==> config.mk <==
export PLATFORM = sky130hd
export DESIGN_NAME = mac_seq_bs
export DESIGN_NICKNAME = d
export VERILOG_FILES = /design/src/rtl/mac_seq_bs.sv
export SDC_FILE = /design/constraint.sdc
export NUM_CORES = 1
export LEC_CHECK = 0
export CAP_MARGIN = 20
export CORE_MARGIN = 2
export CORE_UTILIZATION = 47
export DETAILED_ROUTE_END_ITERATION = 12
export PLACE_DENSITY = 0.81
export SLEW_MARGIN = 20
export SYNTH_ARGS = -nofsm -noshare
export SYNTH_HDL_FRONTEND = slang
export SYNTH_SLANG_ARGS = --single-unit
export TNS_END_PERCENT = 5
==> constraint.sdc <==
create_clock -name clk -period 2.4 [get_ports clk]
set_input_delay 0.24 -clock clk [delete_from_list [all_inputs] [get_ports clk]]
set_output_delay 0.24 -clock clk [all_outputs]
set_load 0.02 [all_outputs]
==> src/rtl/mac_seq_bs.sv <==
// Bit-serial multiply sequencer: serializes a signed activation MSB-first and emits
// sign-correct partial products plus en/clr/mac_done for a downstream shift-add accumulator.
module mac_seq_bs #(
  parameter int unsigned IWIDTH = 8,
  parameter int unsigned WWIDTH = 8,
  parameter int unsigned OWIDTH = 24
) (
  input  logic              clk,
  input  logic              rst,
  input  logic              in_valid,
  output logic              in_ready,
  input  logic [IWIDTH-1:0] ifm,
  input  logic [WWIDTH-1:0] wght,
  input  logic              sum_i_valid,
  output logic [OWIDTH-1:0] prod,
  output logic              en,
  output logic              clr,
  output logic              mac_done,
  output logic              sum_valid
);

  localparam int unsigned CntW = (IWIDTH > 1) ? $clog2(IWIDTH) : 1;
  localparam logic [CntW-1:0] CntMsb = CntW'(IWIDTH - 1);

  typedef enum logic [2:0] {StIdle, StClr, StShift, StWaitSum, StDone} state_e;

  state_e              state_q;
  logic [CntW-1:0]     cnt_q;
  logic [CntW-1:0]     cnt_nxt;
  logic [IWIDTH-1:0]   act_q;
  logic [WWIDTH-1:0]   wght_q;
  logic [OWIDTH-1:0]   wght_ext;
  logic [OWIDTH-1:0]   wght_neg;

  // Negation happens after sign extension so the most negative weight cannot overflow.
  assign wght_ext = OWIDTH'($signed(wght_q));
  assign wght_neg = OWIDTH'(0) - wght_ext;
  assign cnt_nxt  = cnt_q - CntW'(1);
  assign in_ready = (state_q == StIdle);

  always_ff @(posedge clk or posedge rst) begin
    if (rst) begin
      state_q   <= StIdle;
      cnt_q     <= '0;
      act_q     <= '0;
      wght_q    <= '0;
      prod      <= '0;
      en        <= 1'b0;
      clr       <= 1'b0;
      mac_done  <= 1'b0;
      sum_valid <= 1'b0;
    end else begin
      prod      <= '0;
      en        <= 1'b0;
      clr       <= 1'b0;
      mac_done  <= 1'b0;
      sum_valid <= 1'b0;
      unique case (state_q)
        StIdle: begin
          if (in_valid) begin
            act_q   <= ifm;
            wght_q  <= wght;
            clr     <= 1'b1;
            state_q <= StClr;
          end
        end
        StClr: begin
          cnt_q   <= CntMsb;
          en      <= 1'b1;
          prod    <= act_q[IWIDTH-1] ? wght_neg : '0;
          state_q <= StShift;
        end
        StShift: begin
          if (cnt_q == '0) begin
            if (sum_i_valid) begin
              en       <= 1'b1;
              mac_done <= 1'b1;
              state_q  <= StDone;
            end else begin
              state_q  <= StWaitSum;
            end
          end else begin
            cnt_q <= cnt_nxt;
            en    <= 1'b1;
            prod  <= act_q[cnt_nxt] ? wght_ext : '0;
          end
        end
        StWaitSum: begin
          if (sum_i_valid) begin
            en       <= 1'b1;
            mac_done <= 1'b1;
            state_q  <= StDone;
          end
        end
        StDone: begin
          sum_valid <= 1'b1;
          state_q   <= StIdle;
        end
        default: state_q <= StIdle;
      endcase
    end
  end

endmodule

==> results of run 1 <==
flip-flops by register name (all words and copies together), names as in the netlist:
name and flops:
cnt_q 3, state_q 3, prod 9, act_q 8, wght_q 8, sum_valid 1, clr 1, en 1
mac_done 1
cells in the mapped netlist, drive strengths merged:
| master | number |
|---|---|
| dfrtp | 35 |
| buf | 19 |
| mux2 | 13 |
| nand2 | 10 |
| nor2 | 9 |
| o21ai | 9 |
| a21oi | 8 |
| inv | 7 |
| and2 | 4 |
| a31oi | 3 |
| ha | 3 |
| nand3 | 3 |
| nor3 | 3 |
| mux4 | 2 |
| nand3b | 2 |
| or2 | 2 |
| or3 | 2 |
| xnor2 | 2 |
| a211o | 1 |
| a22oi | 1 |
| clkbuf | 1 |
| nand2b | 1 |
| nand4 | 1 |
| nand4bb | 1 |
| nor2b | 1 |
| nor4b | 1 |
| o21a | 1 |
| o21ba | 1 |
| o21bai | 1 |
| o22a | 1 |
| o22ai | 1 |
| o41ai | 1 |
| or3b | 1 |
area by class of cell:
type	count	area, um2
inverter	7	26.3
fill	264	1240
clock buffer	5	37.5
multi-input combinational	89	637
timing repair buffer	50	495
tap	46	57.6
sequential	35	876
clock inverter	3	15.0
path summary, 6_finish.rpt:
check | from | endpoint | depth (start not counted)
setup / recovery | cnt_q[0]$_DFFE_PP0P_ | prod[5]$_DFF_PP0_ | 6
hold reg to reg | act_q[0]$_DFFE_PP0P_ | act_q[0]$_DFFE_PP0P_ | 1
setup reg to reg | cnt_q[0]$_DFFE_PP0P_ | prod[5]$_DFF_PP0_ | 6
min in group clk | wght[0] | wght_q[0]$_DFFE_PP0P_ | 3
hold / removal | rst | state_q[0]$_DFFE_PP0P_ | 3
max in group asynchronous | rst | prod[1]$_DFF_PP0_ | 3
kinds of logic after synthesis:
| family | Yosys count |
|---|---|
| xor gates and xnor gates | 2 |
| AOI/OAI and AO/OA | 28 |
| and+or+nand+nor | 41 |
| muxes | 15 |
| buffers and inverters | 27 |
| adders and majority gates | 3 |
| DFF | 35 |
power by group through the flow:
stage	clock network, uW	registers [uW]	logic [uW]
floorplan	0	1060	891
global placement	0	1070	1200
detailed placement	0	1090	1250
CTS	309	1080	1260
global route	340	1120	1360
finish	301	1080	1250
worst max-delay path: stages (launching register included):
cell and delay (ns):
dfrtp_1 0.46, inv_1 0.12, ha_1 0.23, nor2b_1 0.15
nor4b_1 0.45, nand2_1 0.29, a31oi_1 0.24
placed cells by master (no fill, tap or decap), drive strengths merged, types with 2 or more instances in the layout:
| master | n |
|---|---|
| a21oi | 8 |
| a31oi | 3 |
| and2 | 4 |
| buf | 2 |
| clkbuf | 5 |
| clkdlybuf4s50 | 48 |
| clkinv | 3 |
| dfrtp | 35 |
| ha | 3 |
| inv | 7 |
| mux2 | 13 |
| mux4 | 2 |
| nand2 | 10 |
| nand3 | 3 |
| nand3b | 2 |
| nor2 | 9 |
| nor3 | 3 |
| o21ai | 9 |
| or2 | 2 |
| or3 | 2 |
| xnor2 | 2 |
per-layer routing:
layer	share of wire (%)	wire, um	global-route usage, %	vias to the layer above
li1	-	-	-	579
met1	44	1340	20.7	559
met2	48	1490	28.6	49
met3	6.4	198	5.00	6
met4	1.6	49	6.52	0
met5	0	0	0	-
stage by stage:
stage	hold slack [ns]	utilization [%]	power [uW]	cells
after CTS	0.306	63.3	2640	235
after floorplan	0.357	-	1960	151
after detailed placement	0.513	61.7	2340	227
after global placement	0.496	61.7	2280	227
final	0.291	63.3	2630	235
after global routing	0.338	63.3	2820	235
==> out/qor.csv, run 1 <==
metric,value,unit
clock-sinks,35,
htreeDepth,2,
timing.fmax,0.497,GHz
routedWlPerCell,13.1,um
area_growth,28.0,%
pwr-share-clk,11.4,%
seqPwrFrac,40.9,%
cts_buffers,5,
drt_first_pass_iters,4,
dpl_cell_area,2090,um2
synth_xor_xnor_area_share,1.05,%
place_congestion,0.864,
antenna_found_initial,0,
first_iter_violations,43,
p_leak,0.000903,uW
yosys_warnings,0,
initial_core_util,49.4,%
synthCells,151,
fin_ws,0.386,ns
max_slew_margin,54.8,%
clock_latency,0.34,ns
die_h,63.7,um
ys_ff_latch,35,
drc,0,
synth_top_family_by_area,simple AND/OR/NAND/NOR gates,
drtAntennaViolNets,0,
switchingPower,1020,uW
p_per_area,1230,nW/um2
post_cts_buffers,0,
grt_pass1_vias,1151,
timing.final.crit_share,83.9,%
num_vias,1193,
finalCriticalPeriod,2.01,ns
worstPathArrival,2.28,ns
syn_area_per_cell,11.1,um2
synth_mux_area_share,11.4,%
hold_class,in2async,
rsz0062_at_grt,no,
regToRegSetupSlack,0.39,ns
vias_per_cell,5.08,
ys_seq_area_share,52.3,%
synth-adder-area-share,2.24,%
synth-simple-area-share,13.2,%
pre_cts_slack,0.403,ns
ios,49,
wirelength,3080,um
synth_compound_area_share,10.1,%
dp_hpwl,2370,um
p_int,1610,uW
drv_slew,0,
core,3390,um2
grt_use_total,17.0,%
tightest_slew,0.673,ns
yosysTopAreaCellShare,52.3,%
die_w,63.7,um
post_cts_resized,0,
ctsHoldBuffers,0,
finClkSkew,0.0109,ns
switching_share,38.8,%
cts_root_buf,clkbuf_4,
cp-start-kind,flip-flop,
grt_first_pass_wirelength,5300,um
cp-end-kind,flip-flop,
yosysUniqueCellTypes,36,
rows,21,
clkTransAtPathRegs,0.10,ns
synth_nets,174,
setup_viol,0,
dieArea,4060,um2
fin_nets,211,
status,finished clean,
hold_violations,0,
cts_tree,built,
tns,0,ns
yosysTopAreaCell,dfrtp_1,
critPathMaxFanout,7,
power_frac_comb,47.6,%
drive_gt1_share,15.3,%
grt_start_max_net_pins,36,
netlist_top_cells_area,"dfrtp_1 52%, mux2_2 8.7%, buf_4 6.7%",
num_antenna_cells,0,
cts.path.max_buffers,2,
overflow,0,
maxCapViolCount,0,
cp.required,2.66,ns
place.port_buffers,48,
peakVddDrop,0.000666,V
synth_area,1680,um2
finalInstanceArea,2140,um2
path_class,reg2reg,
Note: power is estimated with default switching activity, not from simulation.
==> run 2: changes to the inputs <==
- clock period: 2.4 -> 2 ns (I/O delays scaled with it)
==> out/qor.csv, run 2 (same netlist as run 1, synthesis figures left out) <==
metric,value,unit
status,finished clean,
place_congestion,0.865,
path_class,reg2reg,
vias_per_cell,5.13,
switchingPower,1200,uW
pre_cts_slack,0.201,ns
wirelength,2980,um
core,3390,um2
pwr-share-clk,13.0,%
die_w,63.7,um
rows,21,
die_h,63.7,um
crit_end,prod[6]$_DFF_PP0_,
cp.required,2.26,ns
area_growth,30.5,%
largest_reg_flops,9,
grt_pass1_vias,1141,
timing.fmax,0.542,GHz
clock_latency,0.33,ns
overflow,0,
post_cts_buffers,0,
finClkSkew,0.00597,ns
crit-reg2reg-launch,wght_q[0]$_DFFE_PP0P_,
power_frac_comb,47.6,%
reg_top3,"prod x9, act_q x8, wght_q x8",
grt_first_pass_wirelength,4940,um
p_per_area,1480,nW/um2
drv_slew,0,
tns,0,ns
regToRegSetupSlack,0.16,ns
dp_cells,230,
seqPwrFrac,39.4,%
cts_buffers,5,
finalCriticalPeriod,1.84,ns
routedWlPerCell,12.5,um
grt_start_max_net_pins,36,
reg2regPathDepth,6,
cp-end-kind,flip-flop,
cp-start-kind,flip-flop,
dieArea,4060,um2
initial_core_util,49.4,%
num_vias,1222,
drc,0,
rsz0062_at_grt,no,
p_int,2040,uW
ios,49,
worstPathArrival,2.11,ns
htreeDepth,2,
drtAntennaViolNets,0,
grt_use_total,16.3,%
peakVddDrop,0.000776,V
drive_gt1_share,16.1,%
timing.final.crit_share,92.2,%
cts_tree,built,
critPathMaxFanout,3,
mostFrequentLayoutCell,clkdlybuf4s50_1,
tightest_slew,0.434,ns
final_cell_mix,"47 x clkdlybuf4s50_1, 35 x dfrtp_1, 13 x mux2_2",
num_antenna_cells,0,
final_util,64.5,%
max_slew_margin,70.9,%
switching_share,37.0,%
place.port_buffers,48,
cts.path.max_buffers,2,
first_iter_violations,31,
cts_root_buf,clkbuf_4,
dp_hpwl,2290,um
crit_start,wght_q[0]$_DFFE_PP0P_,
antenna_found_initial,0,
p_leak,0.000934,uW
drt_first_pass_iters,4,
clock-sinks,35,
setup_viol,0,
hold_violations,0,
largest_register,prod,
r2r-end,prod[6]$_DFF_PP0_,
hold_class,in2async,
p_total,3240,uW
fin_nets,214,
fin_ws,0.155,ns
clkTransAtPathRegs,0.10,ns
post_layout_nonfiller_instances,238,
maxCapViolCount,0,
-- run 2: cell types whose count changed in the layout (fill, tap and decap cells not counted), sizes merged --
cell / delta
buf: +3
clkbuf: +3
clkdlybuf4s50: -1
clkinv: -3
dlymetal6s2s: +1
-- run 2: worst min path at each step --
| stage | slack, ns | to |
|---|---|---|
| after floorplan | 0.32 | wght_q[0]$_DFFE_PP0P_ |
| after global placement | 0.49 | cnt_q[1]$_DFFE_PP0P_ |
| after detailed placement | 0.50 | act_q[4]$_DFFE_PP0P_ |
| after CTS | 0.27 | en$_DFF_PP0_ |
| after global routing | 0.29 | mac_done$_DFF_PP0_ |
| final | 0.26 | mac_done$_DFF_PP0_ |
-- run 2: worst max-delay path, stage by stage, from the launching register on --
cell	delay (ns)
dfrtp_1	0.39
inv_1	0.10
ha_1	0.20
or3b_4	0.40
or3_4	0.34
or2_0	0.20
a31oi_1	0.15
-- run 2: power by group through the flow --
stage	Sequential [uW]	Combinational (uW)	Clock (uW)
after CTS	1280	1550	438
after global placement	1270	1510	0
after floorplan	1280	1070	0
after global routing	1320	1670	473
after detailed placement	1290	1550	0
final	1280	1540	422
-- run 2: layout make-up --
type	instances	area [um2]
Clock buffer	8	68.8
Multi-Input combinational cell	89	637
Inverter	7	26.3
Sequential cell	35	876
Timing Repair Buffer	53	520
Fill cell	251	1200
Tap cell	46	57.6
-- run 2: routing by layer --
layer  vias to the layer above  global-route usage, %  routed length (um)
li1                        587                      -                   -
met1                       571                   19.3                1310
met2                        56                   25.9                1420
met3                         8                   4.29                 177
met4                         0                   11.1                  76
met5                         -                      0                   0
-- run 2: repair_timing --
item | CTS | global route
setup endpoints to repair | 0 | 1
resized for setup | 0 | 1
hold buffers | 0 | 0
hold endpoints to repair | 0 | 0
-- run 2: through the flow --
stage / hold WS, ns / instance area (um2)
finish: 0.256 / 2190
global route: 0.293 / 2190
CTS: 0.266 / 2180
detailed placement: 0.497 / 2110
global placement: 0.493 / 2110
floorplan: 0.317 / 1680
==> run 3: changes to the inputs <==
- CAP_MARGIN: 20 -> default
==> results of run 3 <==
No change in the layout: final DEF, timing and power equal those of run 2.
